$ cat config.mk
export PLATFORM = sky130hd
export DESIGN_NAME = branch_resolve_unit_flat
export DESIGN_NICKNAME = d
export VERILOG_FILES = /design/src/rtl/branch_pkg.sv /design/src/rtl/branch_resolve_unit_if.sv /design/src/rtl/bht_table.sv /design/src/rtl/branch_resolve_unit.sv /design/src/flat_wrapper.sv
export SDC_FILE = /design/constraint.sdc
export NUM_CORES = 1
export LEC_CHECK = 0
export ABC_CLOCK_PERIOD_IN_PS = 5700
export BUFFER_PORTS_ARGS = -buffer_cell sky130_fd_sc_hd__buf_2
export CORE_MARGIN = 4
export CORE_UTILIZATION = 52
export DETAILED_ROUTE_END_ITERATION = 8
export GPL_ROUTABILITY_DRIVEN = 0
export HOLD_SLACK_MARGIN = 0.15
export PLACE_DENSITY_LB_ADDON = 0.05
export SLEW_MARGIN = 20
export SYNTH_ARGS = -nofsm -noshare
export SYNTH_HDL_FRONTEND = slang
export SYNTH_SLANG_ARGS = --single-unit
export TNS_END_PERCENT = 10
$ cat constraint.sdc
create_clock -name clk -period 5.7 [get_ports clk]
set_clock_uncertainty 0.1 [all_clocks]
set_input_delay 1.71 -clock clk [delete_from_list [all_inputs] [get_ports clk]]
set_output_delay 1.71 -clock clk [all_outputs]
set_load 0.01 [all_outputs]
$ cat src/rtl/branch_pkg.sv
// Shared types and helpers for the two-stage RV32 conditional-branch resolver.
package branch_pkg;

    localparam int BRU_DATA_WIDTH = 32;
    localparam int BRU_ADDR_WIDTH = 32;
    localparam int BRU_IMM_WIDTH  = 13;
    localparam int BRU_BHT_DEPTH  = 16;

    typedef enum logic [2:0] {
        BEQ  = 3'b000,
        BNE  = 3'b001,
        BLT  = 3'b100,
        BGE  = 3'b101,
        BLTU = 3'b110,
        BGEU = 3'b111
    } branch_type_e;

    // funct3 010/011 are the only encodings with no conditional branch behind them
    function automatic logic is_legal_branch(input logic [2:0] funct3);
        return funct3[2:1] != 2'b01;
    endfunction

endpackage

$ cat src/rtl/branch_resolve_unit_if.sv
// Issue-side and result-side valid/ready bundle of the branch resolver.
interface branch_resolve_unit_if #(
    parameter int DATA_WIDTH = 32,
    parameter int ADDR_WIDTH = 32,
    parameter int IMM_WIDTH  = 13
);
    logic                  in_valid;
    logic                  in_ready;
    logic                  in_branch;
    logic [2:0]            in_type;
    logic [DATA_WIDTH-1:0] in_rs1;
    logic [DATA_WIDTH-1:0] in_rs2;
    logic [ADDR_WIDTH-1:0] in_pc;
    logic [IMM_WIDTH-1:0]  in_imm;
    logic                  in_pred_taken;
    logic                  out_valid;
    logic                  out_ready;
    logic                  out_taken;
    logic                  out_illegal;
    logic                  out_mispredict;
    logic [ADDR_WIDTH-1:0] out_redirect;

    modport master (
        output in_valid, in_branch, in_type, in_rs1, in_rs2, in_pc, in_imm, in_pred_taken, out_ready,
        input  in_ready, out_valid, out_taken, out_illegal, out_mispredict, out_redirect
    );

    modport slave (
        input  in_valid, in_branch, in_type, in_rs1, in_rs2, in_pc, in_imm, in_pred_taken, out_ready,
        output in_ready, out_valid, out_taken, out_illegal, out_mispredict, out_redirect
    );
endinterface

$ cat src/rtl/bht_table.sv
// Table of 2-bit saturating branch counters, reset to weakly-not-taken, with
// a fetch lookup, a capture lookup and one update port. Reads return pre-update state.
module bht_table #(
    parameter  int BHT_DEPTH = 16,
    localparam int IDX_W     = $clog2(BHT_DEPTH)
) (
    input  logic             clk,
    input  logic             rst,
    input  logic [IDX_W-1:0] fetch_idx,
    output logic             fetch_taken,
    input  logic [IDX_W-1:0] capture_idx,
    output logic             capture_taken,
    input  logic             upd_en,
    input  logic [IDX_W-1:0] upd_idx,
    input  logic             upd_taken
);

    logic [BHT_DEPTH-1:0] ctr_hi;

    generate
        for (genvar gi = 0; gi < BHT_DEPTH; gi++) begin : g_ctr
            logic [1:0] ctr_reg;

            always_ff @(posedge clk) begin
                if (rst) begin
                    ctr_reg <= 2'b01;
                end else if (upd_en && upd_idx == IDX_W'(gi)) begin
                    if (upd_taken && ctr_reg != 2'b11) begin
                        ctr_reg <= ctr_reg + 2'd1;
                    end else if (!upd_taken && ctr_reg != 2'b00) begin
                        ctr_reg <= ctr_reg - 2'd1;
                    end
                end
            end

            assign ctr_hi[gi] = ctr_reg[1];
        end
    endgenerate

    assign fetch_taken   = ctr_hi[fetch_idx];
    assign capture_taken = ctr_hi[capture_idx];

endmodule

$ cat src/rtl/branch_resolve_unit.sv
// Two-stage RV32 conditional-branch resolver: S1 registers operands, S2 registers outcome.
// Optional internal predictor table enabled by defining BRU_BHT_EN.
module branch_resolve_unit
    import branch_pkg::*;
#(
    parameter int DATA_WIDTH = BRU_DATA_WIDTH,
    parameter int ADDR_WIDTH = BRU_ADDR_WIDTH,
    parameter int IMM_WIDTH  = BRU_IMM_WIDTH,
    parameter int BHT_DEPTH  = BRU_BHT_DEPTH
) (
    input  logic                  clk,
    input  logic                  rst,
    input  logic                  flush,
    branch_resolve_unit_if.slave  bus
`ifdef BRU_BHT_EN
    ,
    input  logic [ADDR_WIDTH-1:0] pred_pc,
    output logic                  pred_taken
`endif
);

    logic                  s1_v_reg, s2_v_reg;
    logic                  s1_branch_reg, s1_pred_reg;
    logic [2:0]            s1_type_reg;
    logic [DATA_WIDTH-1:0] s1_rs1_reg, s1_rs2_reg;
    logic [ADDR_WIDTH-1:0] s1_pc_reg;
    logic [IMM_WIDTH-1:0]  s1_imm_reg;

    logic                  s2_taken_reg, s2_illegal_reg, s2_mispredict_reg;
    logic [ADDR_WIDTH-1:0] s2_redirect_reg;

    logic                  s2_adv, in_fire, capture_pred;
    logic                  cond, legal, taken_c, illegal_c, mispredict_c;
    logic [ADDR_WIDTH-1:0] target_c, redirect_c;

    assign s2_adv      = !s2_v_reg || bus.out_ready;
    assign bus.in_ready = !rst && !flush && (!s1_v_reg || s2_adv);
    assign in_fire     = bus.in_valid && bus.in_ready;

`ifdef BRU_BHT_EN
    localparam int IDX_W = $clog2(BHT_DEPTH);

    logic             s2_upd_reg;
    logic [IDX_W-1:0] s2_idx_reg;
    logic             in_pred_unused, pred_pc_unused;

    // The fetch-time prediction is superseded by the table read when the op is captured
    assign in_pred_unused = bus.in_pred_taken;
    assign pred_pc_unused = ^{pred_pc[ADDR_WIDTH-1:IDX_W+2], pred_pc[1:0]};

    bht_table #(.BHT_DEPTH(BHT_DEPTH)) u_bht (
        .clk           (clk),
        .rst           (rst),
        .fetch_idx     (pred_pc[IDX_W+1:2]),
        .fetch_taken   (pred_taken),
        .capture_idx   (bus.in_pc[IDX_W+1:2]),
        .capture_taken (capture_pred),
        .upd_en        (s2_v_reg && bus.out_ready && s2_upd_reg && !flush),
        .upd_idx       (s2_idx_reg),
        .upd_taken     (s2_taken_reg)
    );

    always_ff @(posedge clk) begin
        if (!flush && s1_v_reg && s2_adv) begin
            s2_upd_reg <= s1_branch_reg && legal;
            s2_idx_reg <= s1_pc_reg[IDX_W+1:2];
        end
    end
`else
    assign capture_pred = bus.in_pred_taken;
`endif

    always_ff @(posedge clk) begin
        if (rst) begin
            s1_v_reg <= 1'b0;
        end else if (flush) begin
            s1_v_reg <= 1'b0;
        end else if (in_fire) begin
            s1_v_reg <= 1'b1;
        end else if (s2_adv) begin
            s1_v_reg <= 1'b0;
        end
    end

    always_ff @(posedge clk) begin
        if (in_fire) begin
            s1_branch_reg <= bus.in_branch;
            s1_type_reg   <= bus.in_type;
            s1_rs1_reg    <= bus.in_rs1;
            s1_rs2_reg    <= bus.in_rs2;
            s1_pc_reg     <= bus.in_pc;
            s1_imm_reg    <= bus.in_imm;
            s1_pred_reg   <= capture_pred;
        end
    end

    always_comb begin
        cond = 1'b0;
        case (branch_type_e'(s1_type_reg))
            BEQ:     cond = s1_rs1_reg == s1_rs2_reg;
            BNE:     cond = s1_rs1_reg != s1_rs2_reg;
            BLT:     cond = $signed(s1_rs1_reg) <  $signed(s1_rs2_reg);
            BGE:     cond = $signed(s1_rs1_reg) >= $signed(s1_rs2_reg);
            BLTU:    cond = s1_rs1_reg <  s1_rs2_reg;
            BGEU:    cond = s1_rs1_reg >= s1_rs2_reg;
            default: cond = 1'b0;
        endcase
        legal        = is_legal_branch(s1_type_reg);
        taken_c      = s1_branch_reg && legal && cond;
        illegal_c    = s1_branch_reg && !legal;
        mispredict_c = s1_branch_reg && legal && (taken_c != s1_pred_reg);
        target_c     = s1_pc_reg + {{(ADDR_WIDTH-IMM_WIDTH){s1_imm_reg[IMM_WIDTH-1]}}, s1_imm_reg};
        redirect_c   = taken_c ? target_c : s1_pc_reg + ADDR_WIDTH'(4);
    end

    // Result registers only move on an S2 advance, which keeps them frozen under back-pressure
    always_ff @(posedge clk) begin
        if (rst) begin
            s2_v_reg          <= 1'b0;
            s2_taken_reg      <= 1'b0;
            s2_illegal_reg    <= 1'b0;
            s2_mispredict_reg <= 1'b0;
            s2_redirect_reg   <= '0;
        end else begin
            if (flush) begin
                s2_v_reg <= 1'b0;
            end else if (s2_adv) begin
                s2_v_reg <= s1_v_reg;
            end
            if (!flush && s1_v_reg && s2_adv) begin
                s2_taken_reg      <= taken_c;
                s2_illegal_reg    <= illegal_c;
                s2_mispredict_reg <= mispredict_c;
                s2_redirect_reg   <= redirect_c;
            end
        end
    end

    assign bus.out_valid      = s2_v_reg;
    assign bus.out_taken      = s2_taken_reg;
    assign bus.out_illegal    = s2_illegal_reg;
    assign bus.out_mispredict = s2_mispredict_reg;
    assign bus.out_redirect   = s2_redirect_reg;

endmodule

$ cat src/flat_wrapper.sv
// flat-port wrapper written by rule: the top's interface ports become plain ports
module branch_resolve_unit_flat import branch_pkg::*;
#(
    parameter int DATA_WIDTH = BRU_DATA_WIDTH,
    parameter int ADDR_WIDTH = BRU_ADDR_WIDTH,
    parameter int IMM_WIDTH  = BRU_IMM_WIDTH,
    parameter int BHT_DEPTH  = BRU_BHT_DEPTH
)
  (clk, rst, flush, bus_in_valid, bus_in_branch, bus_in_type, bus_in_rs1, bus_in_rs2, bus_in_pc, bus_in_imm, bus_in_pred_taken, bus_out_ready, bus_in_ready, bus_out_valid, bus_out_taken, bus_out_illegal, bus_out_mispredict, bus_out_redirect);
  branch_resolve_unit_if #(.DATA_WIDTH(DATA_WIDTH), .ADDR_WIDTH(ADDR_WIDTH), .IMM_WIDTH(IMM_WIDTH)) bus_i ();
  input  logic clk;
  input  logic rst;
  input  logic flush;
  input wire logic [$bits(bus_i.in_valid)-1:0] bus_in_valid;
  input wire logic [$bits(bus_i.in_branch)-1:0] bus_in_branch;
  input wire logic [$bits(bus_i.in_type)-1:0] bus_in_type;
  input wire logic [$bits(bus_i.in_rs1)-1:0] bus_in_rs1;
  input wire logic [$bits(bus_i.in_rs2)-1:0] bus_in_rs2;
  input wire logic [$bits(bus_i.in_pc)-1:0] bus_in_pc;
  input wire logic [$bits(bus_i.in_imm)-1:0] bus_in_imm;
  input wire logic [$bits(bus_i.in_pred_taken)-1:0] bus_in_pred_taken;
  input wire logic [$bits(bus_i.out_ready)-1:0] bus_out_ready;
  output wire logic [$bits(bus_i.in_ready)-1:0] bus_in_ready;
  output wire logic [$bits(bus_i.out_valid)-1:0] bus_out_valid;
  output wire logic [$bits(bus_i.out_taken)-1:0] bus_out_taken;
  output wire logic [$bits(bus_i.out_illegal)-1:0] bus_out_illegal;
  output wire logic [$bits(bus_i.out_mispredict)-1:0] bus_out_mispredict;
  output wire logic [$bits(bus_i.out_redirect)-1:0] bus_out_redirect;
  assign bus_i.in_valid = bus_in_valid;
  assign bus_i.in_branch = bus_in_branch;
  assign bus_i.in_type = bus_in_type;
  assign bus_i.in_rs1 = bus_in_rs1;
  assign bus_i.in_rs2 = bus_in_rs2;
  assign bus_i.in_pc = bus_in_pc;
  assign bus_i.in_imm = bus_in_imm;
  assign bus_i.in_pred_taken = bus_in_pred_taken;
  assign bus_i.out_ready = bus_out_ready;
  assign bus_in_ready = bus_i.in_ready;
  assign bus_out_valid = bus_i.out_valid;
  assign bus_out_taken = bus_i.out_taken;
  assign bus_out_illegal = bus_i.out_illegal;
  assign bus_out_mispredict = bus_i.out_mispredict;
  assign bus_out_redirect = bus_i.out_redirect;
  branch_resolve_unit #(.DATA_WIDTH(DATA_WIDTH), .ADDR_WIDTH(ADDR_WIDTH), .IMM_WIDTH(IMM_WIDTH), .BHT_DEPTH(BHT_DEPTH)) u_core (.clk(clk), .rst(rst), .flush(flush), .bus(bus_i));
endmodule
# Word-level counts from Yosys, hierarchy flattened
# Index checks and enable logic that the tools add are counted.
[totals]
regBits = 151
input_bits = 119
output_inout_bits = 37
elab_cells = 51
[classes]
n_addsub = 2
n_lt_le_gt_ge = 4
eq_ne = 9
n_mux = 4
n_reduce_logical = 19
[ops]
columns = ["cell", "count"]
rows = [
  ["32-bit greater-or-equal comparator", 2],
  ["32-bit less-than comparator", 2],
  ["32-bit by 3-bit adder with 32-bit output, second input constant", 1],
  ["32-bit adder", 1],
  ["32-bit equality test", 1],
  ["32-bit 2-to-1 mux", 1],
  ["32-bit inequality test", 1],
  ["3-bit equality test, second input constant", 4],
  ["1-bit logical AND", 9],
  ["1-bit case mux with 6 select lines", 1],
  ["1-bit zero test", 5],
  ["3-bit by 1-bit equality test with 1-bit output, second input constant", 1],
  ["3-bit zero test", 1],
  ["1-bit logical OR", 2],
  ["1-bit 2-to-1 mux", 2],
  ["2-bit by 1-bit inequality test with 1-bit output, second input constant", 1],
  ["2-bit nonzero test", 1],
  ["2-bit OR reduction", 1],
  ["1-bit inequality test", 1],
]

# Longest topological paths before layout
# Gate-level depths: netlist of the first run.
[logic_depth]
depth_word = 6
depth_mapped = 14
ltp_nobuf = 13

# Least setup slack after synthesis of the first run
# No wires, ideal clock.
[synth_timing]
path_kind = "input port to flip-flop"
startpoint = "input port bus_out_ready"
endpoint = "register u_core.s1_branch_reg (enable)"
setup_ns = 0.486
arrival_ns = 4.900
required_time_ns = 5.114
path_slack_ns = 0.215
stages = 3
cell_sequence = "nor2b_1 -> a211oi_1 -> and2_1"
[synth_between]
elab_chain_cells = 4
[synth_lines]
columns = ["item", "line", "source"]
rows = [
  ["start: declaration", "flat_wrapper.sv:22", "input wire logic [$bits(bus_i.out_ready)-1:0] bus_out_ready;"],
  ["1-bit logical OR", "branch_resolve_unit.sv:36", "assign s2_adv = !s2_v_reg || bus.out_ready;"],
  ["1-bit logical OR", "branch_resolve_unit.sv:37", "assign bus.in_ready = !rst && !flush && (!s1_v_reg || s2_adv);"],
  ["1-bit logical AND", "branch_resolve_unit.sv:37", ""],
  ["via bus_in_ready", "flat_wrapper.sv:23", "output wire logic [$bits(bus_i.in_ready)-1:0] bus_in_ready;"],
  ["1-bit logical AND", "branch_resolve_unit.sv:38", "assign in_fire = bus.in_valid && bus.in_ready;"],
  ["via u_core.in_fire", "branch_resolve_unit.sv:32", "logic s2_adv, in_fire, capture_pred;"],
  ["end signal: assignment", "branch_resolve_unit.sv:87", "s1_branch_reg <= bus.in_branch;"],
  ["end: declaration", "branch_resolve_unit.sv:23", "logic s1_branch_reg, s1_pred_reg;"],
]
# The timed path passes the listed nets, and every way through them passes these cells.
# A chain may end at the register's enable or synchronous reset.

# Worst setup path in the final report of the first run
[layout_timing]
startpoint = "input port bus_out_ready"
endpoint = "output port bus_in_ready"
[layout_between]
elab_chain_cells = 3
[layout_lines]
columns = ["item", "line"]
rows = [
  ["1-bit logical OR", "branch_resolve_unit.sv:36"],
  ["1-bit logical OR", "branch_resolve_unit.sv:37"],
  ["1-bit logical AND", "branch_resolve_unit.sv:37"],
  ["end: declaration", "flat_wrapper.sv:23"],
]
# No other way between the ends.

==> key figures, run 1 <==
Logic synthesis
  • FFs w/ async S/R, synth: 0%
  • Post-Synth XOR/XNOR Area: ~6.4%
  • Syn Nets: 894
  • Mux cell area share after synthesis: about 2.0%
  • Synth Flop Type: edfxtp_1
  • Post-Syn Area: 7940 um^2
  • Post-Syn Area per Cell: around 11 um^2
  • Compound-Gate Fraction of Synth Area: 13.1%
  • Synth unique cells: 57
  • Synth Area in Adders: 10.3%
  • Synth Register Bits: 151
  • Synth Area in Simple Gates: 12.3%
  • Yosys Warn Count: 0
  • Largest family of logic cells by synthesized area: compound AO/OA/AOI/OAI gates
  • Mapped Cells: 710
  • Sequential fraction of the synthesis area: a little over half
  • Number of flops mapped to enable cells by yosys: 114

Clocking
  • Hold buffer count at cts: 0
  • # Post-CTS Setup Buffers: 0
  • Clk Latency, worst-skew pair: 420 ps
  • Total CTS buffers: 17
  • H-tree depth: 4
  • Clk buf depth: 2
  • Clk root buf: clkbuf_16
  • Post-CTS sizing: 0
  • Clock slew at the register clock pins of the worst setup and hold paths: 60 ps
  • # clock sinks: roughly 150
  • CTS tree: built

Setup path
  • Worst-path cell chain: buf_2, nor2b_1, a211oi_1, buf_2
  • CP max stage delay: 280 ps
  • Worst R2R End: u_core.bus.out_redirect[2]$_SDFFE_PP0P_
  • Reg-to-reg slack, setup: 2000 ps
  • Most common cell type on the critical path: buf_2
  • Worst r2r src: u_core.s1_rs1_reg[19]$_DFFE_PP_
  • Delay-heaviest family, CP: simple AND/OR/NAND/NOR gates
  • Startpoint types: primary input
  • Reg2Reg Depth: 12
  • Critical path's slowest cell: nor2b_1
  • Worst path buffer plus inverter count: 2
  • Worst EP required: between 3000 and 4000 ps
  • WS Path Type: primary input to output port
  • Worst setup EP type: output port
  • CP Data Arrival Time: 2400 ps
  • CP max FO: 5

Finish
  • Commonest non-fill, non-tap cell in the layout: buf_2
  • Fin nets: 1,056
  • Area growth from synthesis to layout: 19.2%
  • Most frequent cells in the layout: buf_2, edfxtp_1, ha_1, nor2_1
  • Proportion of layout cells with a drive suffix above 1: 23.3%

STA
  • RSZ-0062 raised after global routing: no
  • Sum Neg Setup Slack: 0 ps
  • Max-Slew Margin vs Limit: between 40% and 50%
  • Worst-Margin Slew: 824 ps
  • Fmax: 0.237 GHz
  • Final slew viol count: 0
  • Final setup viols: 0
  • Hold slack: approximately 350 ps
  • Final Cycle Share: roughly 74%
  • Tmin final: ~4200 ps
  • Fin. Hold Viols: 0

Route
  • DRT Pass-1 Iters: 5
  • Top layer used by detailed routing: met5
  • Detail Route met2 WL: 8160 um
  • # DRC: 0
  • Drt initial violations: between 200 and 300
  • Vias: 5,838
  • Drt wl/cell: 16.1 um
  • Metal3 WL: between 1000 and 1500 um
  • Via/cell ratio: about 5.5
  • Post-route ant nets: 0
  • WL met1: 7590 um
  • Final WL: 17,200 um

Worst hold path
  • Hold Startpoint: u_core.bus.out_illegal$_SDFFE_PP0P_
  • Min-delay worst type: flop to flop
  • Hold EP: u_core.bus.out_illegal$_SDFFE_PP0P_
  • Hold Crit Depth: 2

Floorplan
  • Std-Cell Rows: 44
  • Die Ht: 132 um
  • Core box area: 14,800 um^2
  • I/O pin total: 156
  • Die ar.: 17,300 um^2
  • Die Wd: 132 um
  • Initial Utilization: between 50% and 60%

Global routing
  • Initial antenna violation count: 1
  • Pin count of the biggest net entering global routing: 62
  • Number of global-route vias before repair: 5,940
  • Total global routing overflow: 0
  • First-pass GRT wire length: 28,300 um
  • Overall Global Routing Usage: between 20% and 30%

Job
  • MaxCap Viol Count: 0

Power and ir drop
  • Power Density: 276 nW/um^2
  • Lkg Pwr: 3.91 nW
  • VDD IR max: 207 uV

Status
  • Outcome: finished, final reports clean

Placement
  • Buffers on Ports: 155
  • DP Wirelength: around 13,000 um
-- worst max-delay path by stage --
stage,startpoint,endpoint,slack [ps],cells past startpoint
6_report,bus_out_ready,bus_in_ready,1490,4
5_1_grt,bus_out_ready,bus_in_ready,1410,4
4_1_cts,bus_out_ready,bus_in_ready,1480,4
3_5_place_dp,bus_out_ready,bus_in_ready,1480,4
3_3_place_gp,bus_out_ready,bus_in_ready,1540,4
2_1_floorplan,bus_out_ready,u_core.s1_branch_reg$_DFFE_PP_,210,3
-- power breakdown --
part,internal (mW),switching [mW],total [mW]
clock network,0.561,0.451,1.01
registers,1.24,0.0290,1.26
logic,0.153,0.183,0.336
total,1.95,0.663,2.61
-- worst reg2reg max path: stages, from the launching register on --
cell      delay, ps
edfxtp_1        390
ha_1            320
a21oi_1         140
o21ai_0         100
a211oi_1        320
o31ai_1         150
a21oi_2         190
nand2_1          90
a311o_1         390
a21oi_4         600
buf_16          240
mux2_2          360
a211oi_1        230
-- cell families (layout without fill, tap and decap cells) --
| group | after synthesis | count (layout) |
|---|---|---|
| AO/OA/AOI/OAI | 158 | 158 |
| buffers and inverters | 60 | 235 |
| AND/OR/NAND/NOR | 202 | 202 |
| other | 0 | 1 |
| multiplexers | 16 | 16 |
| adder cells (fa/ha/maj) | 65 | 65 |
| flip-flops | 151 | 151 |
| XOR/XNOR | 58 | 58 |
-- routing by layer --
metal	GRT usage, %	up-vias
met5	0	-
met4	6.36	2
met3	5.93	27
met2	33.7	171
met1	25.2	2676
li1	-	2962
-- cell type report --
type	instances	area, um^2
Fill cell	1173	5300
Inverter	43	161
Antenna cell	1	2.50
Timing Repair Buffer	160	846
Clock buffer	19	433
Clock inverter	13	97.6
Sequential cell	151	4160
Tap cell	184	230
Multi-Input combinational cell	499	3520
-- Yosys cell counts (16+ instances only) --
library cell	number	area (um^2)
xor2_1	22	193
nand4_1	16	100
xnor2_1	36	315
nand2_1	54	203
o21ai_0	20	100
a21oi_1	54	270
edfxtp_1	114	3420
dfxtp_1	37	741
nor2_1	55	206
a211oi_1	19	143
inv_1	43	161
ha_1	64	801
a21o_1	16	120
nand3_1	18	90.1
-- through the flow --
stage	util [%]	worst slack, ps	total power, mW	std cells	cell area [um^2]
finish	64.1	1490	2.61	1070	9460
global placement	60.3	1540	1.61	1036	8900
floorplan	-	215	1.51	710	7940
global route	64.1	1410	2.73	1069	9460
CTS	63.9	1480	2.63	1068	9430
detailed placement	60.3	1480	1.62	1036	8900
(Power assumes the default switching activity.)
==> inputs of run 2 (changes only) <==
--- a/config.mk
+++ b/config.mk
@@ -5,7 +5,8 @@
 export SDC_FILE = /design/constraint.sdc
 export NUM_CORES = 1
 export LEC_CHECK = 0
-export ABC_CLOCK_PERIOD_IN_PS = 5700
+export ABC_AREA = 1
+export ABC_CLOCK_PERIOD_IN_PS = 4200
 export BUFFER_PORTS_ARGS = -buffer_cell sky130_fd_sc_hd__buf_2
 export CORE_MARGIN = 4
 export CORE_UTILIZATION = 52
==> constraint.sdc (replaced) <==
create_clock -name clk -period 4.2 [get_ports clk]
set_clock_uncertainty 0.1 [all_clocks]
set_input_delay 1.26 -clock clk [delete_from_list [all_inputs] [get_ports clk]]
set_output_delay 1.26 -clock clk [all_outputs]
set_load 0.01 [all_outputs]
==> run 2 against run 1 <==
Register-to-register slack worse by 1000 ps. Sequential share of layout area fell by 3.0 points. Non-clock buffer count did not move. Global-route usage rose by 2.1 points. Critical path type unchanged. Cell area increased by 7.4%. Wire length rose by 19%.
==> key figures, run 2 <==
Finish
  • Area growth from synthesis to layout: 17.9%
  • Proportion of layout cells with a drive suffix above 1: 19.1%
  • Commonest non-fill, non-tap cell in the layout: nand2_1
  • Fin cells: 1,352
  • Diode count: 0
  • Most frequent cells in the layout: nand2_1, buf_2, inv_1, edfxtp_1, nor2_1
  • Fin nets: 1,307
  • Design area: 10,200 um^2
  • Final core occ: 63.3%

Logic synthesis
  • Mapped Cells: 962
  • Post-Syn Area per Cell: 8.96 um^2
  • Synth Flop Type: edfxtp_1
  • Synth unique cells: 43
  • Synth cell count leaders: nand2_1, inv_1, edfxtp_1
  • Dominant cell type by area after synthesis: edfxtp_1
  • Number of flops mapped to enable cells by yosys: 114
  • Most common cell in the netlist: nand2_1
  • Post-Syn Area: about 8600 um^2
  • Synth Register Bits: 151
  • Yosys Warn Count: 0
  • Sequential fraction of the synthesis area: 48.3%
  • Ranking of synthesized cells by area: edfxtp_1, ha_1, dfxtp_1
  • Top-area cell type share of the netlist area: approximately 40%
  • Syn Nets: around 1.1k
  • FFs w/ async S/R, synth: 0%

STA
  • Fmax: between 0.2 and 0.3 GHz
  • Fin. Hold Viols: 0
  • Sum Neg Setup Slack: 0 ps
  • Final worst setup slack: ~770 ps
  • Final Cycle Share: between 80% and 90%
  • RSZ-0062 raised after global routing: no
  • Hold slack: 360 ps
  • Worst-Margin Slew: 787 ps
  • Final setup viols: 0
  • Final slew viol count: 0
  • Tmin final: 3430 ps
  • Max-Slew Margin vs Limit: 47.5%

Route
  • Drt initial violations: roughly 470
  • DRT Pass-1 Iters: 5
  • Drt wl/cell: 15.1 um
  • Final WL: roughly 20,000 um
  • Post-route ant nets: 0
  • # DRC: 0
  • Via/cell ratio: 5.15
  • Vias: 6,966

Setup path
  • Critical path's slowest cell: nor2_1
  • CP max stage delay: 150 ps
  • Worst r2r src: u_core.s1_rs1_reg[13]$_DFFE_PP_
  • Worst Setup SP: bus_out_ready
  • Worst-path cell chain: buf_2, nor2_1, inv_1, nor2_1, inv_1, nand2_1, inv_1, buf_2
  • WS Path Type: primary input to output port
  • Worst EP required: 2840 ps
  • CP Data Arrival Time: 2070 ps
  • Worst setup EP type: output port
  • CP max FO: 2
  • Most common cell type on the critical path: inv_1
  • Startpoint types: primary input

Floorplan
  • Std-Cell Rows: between 40 and 50
  • Die Wd: 137 um
  • Die Ht: between 100 and 150 um
  • Initial Utilization: 53.7%
  • Core box area: 16,100 um^2
  • Die ar.: roughly 19,000 um^2
  • I/O pin total: between 150 and 200

Power and ir drop
  • Lkg Pwr: 4.67 nW
  • VDD IR max: between 200 and 300 uV
  • Total Power: 3.41 mW
  • Power Density: 336 nW/um^2

Worst hold path
  • Min-delay worst type: flop to flop
  • Hold Startpoint: u_core.bus.out_redirect[0]$_SDFFE_PP0P_

Global routing
  • Pin count of the biggest net entering global routing: 86
  • Overall Global Routing Usage: 22.2%
  • Number of global-route vias before repair: between 6k and 7k
  • First-pass GRT wire length: 32,400 um
  • Total global routing overflow: 0
  • Initial antenna violation count: 0

Clocking
  • Clk root buf: clkbuf_16
  • # Post-CTS Setup Buffers: 0
  • H-tree depth: 4
  • CTS tree: built
  • Clk buf depth: 2
  • Clk Latency, worst-skew pair: 420 ps
  • # clock sinks: 151
  • Clock slew at the register clock pins of the worst setup and hold paths: around 60 ps
  • Total CTS buffers: 17
  • Post-CTS sizing: 0
  • Hold buffer count at cts: 0

Placement
  • Dpl ws: 757 ps
  • Placed standard-cell area: 9630 um^2
  • Buffers on Ports: 155
  • DP Wirelength: 15,400 um
  • Cells after DPL: 1,320

Status
  • Outcome: finished, final reports clean

Job
  • MaxCap Viol Count: 0
[run 2: changes by cell type after synthesis, moves of 14 or more]
cell,before,now
o21ai_0,20,34
nand3_1,18,75
mux2i_1,14,0
nand2_1,54,181
nor2_1,55,90
a211oi_1,19,0
inv_1,43,135
[run 2: final timing paths]
| kind | endpoint | slack [ps] | cells past startpoint |
|---|---|---|---|
| max | bus_in_ready | 770 | 8 |
| min | u_core.bus.out_redirect[0]$_SDFFE_PP0P_ | 360 | 2 |
| max reg2reg | u_core.bus.out_redirect[12]$_SDFFE_PP0P_ | 980 | 16 |
| min reg2reg | u_core.bus.out_redirect[0]$_SDFFE_PP0P_ | 360 | 2 |
[run 2: routing by layer]
metal / share of wire (%) / vias up / GRT usage, %
met5: 0 / - / 0
met4: 1.1 / 0 / 5.32
met3: 7.5 / 19 / 5.07
met2: 45 / 208 / 35.8
met1: 46 / 3179 / 30.6
li1: - / 3560 / -
[run 2: critical path: cells and delay by family]
| kind | cells | cell delay [ps] |
|---|---|---|
| buffers and inverters | 5 | 420 |
| AND/OR/NAND/NOR | 3 | 390 |
[run 2: final cells by class]
cell class              count  area, um^2
inverters                 138         518
clock inverters            15         105
clock buffers              17         425
flip-flops and latches    151        4160
repair buffers            160         826
fillers                  1421        5900
multi-input cells         655        3850
well taps                 216         270
[run 2: power by group]
| group | switching (mW) | internal, mW | total (mW) | leakage (nW) |
|---|---|---|---|---|
| Sequential | 0.0251 | 1.65 | 1.68 | 1.35 |
| Clock | 0.623 | 0.756 | 1.38 | 0.258 |
| Combinational | 0.212 | 0.142 | 0.354 | 3.07 |
| Total | 0.860 | 2.55 | 3.41 | 4.67 |
[run 2: cells by family after synthesis]
| group | share of synthesized area (%) |
|---|---|
| and+or+nand+nor | 21.0 |
| DFF | 48.3 |
| buffers and inverters | 7.13 |
| adders and majority gates | 9.52 |
| xor gates and xnor gates | 5.49 |
| AOI/OAI and AO/OA | 8.56 |
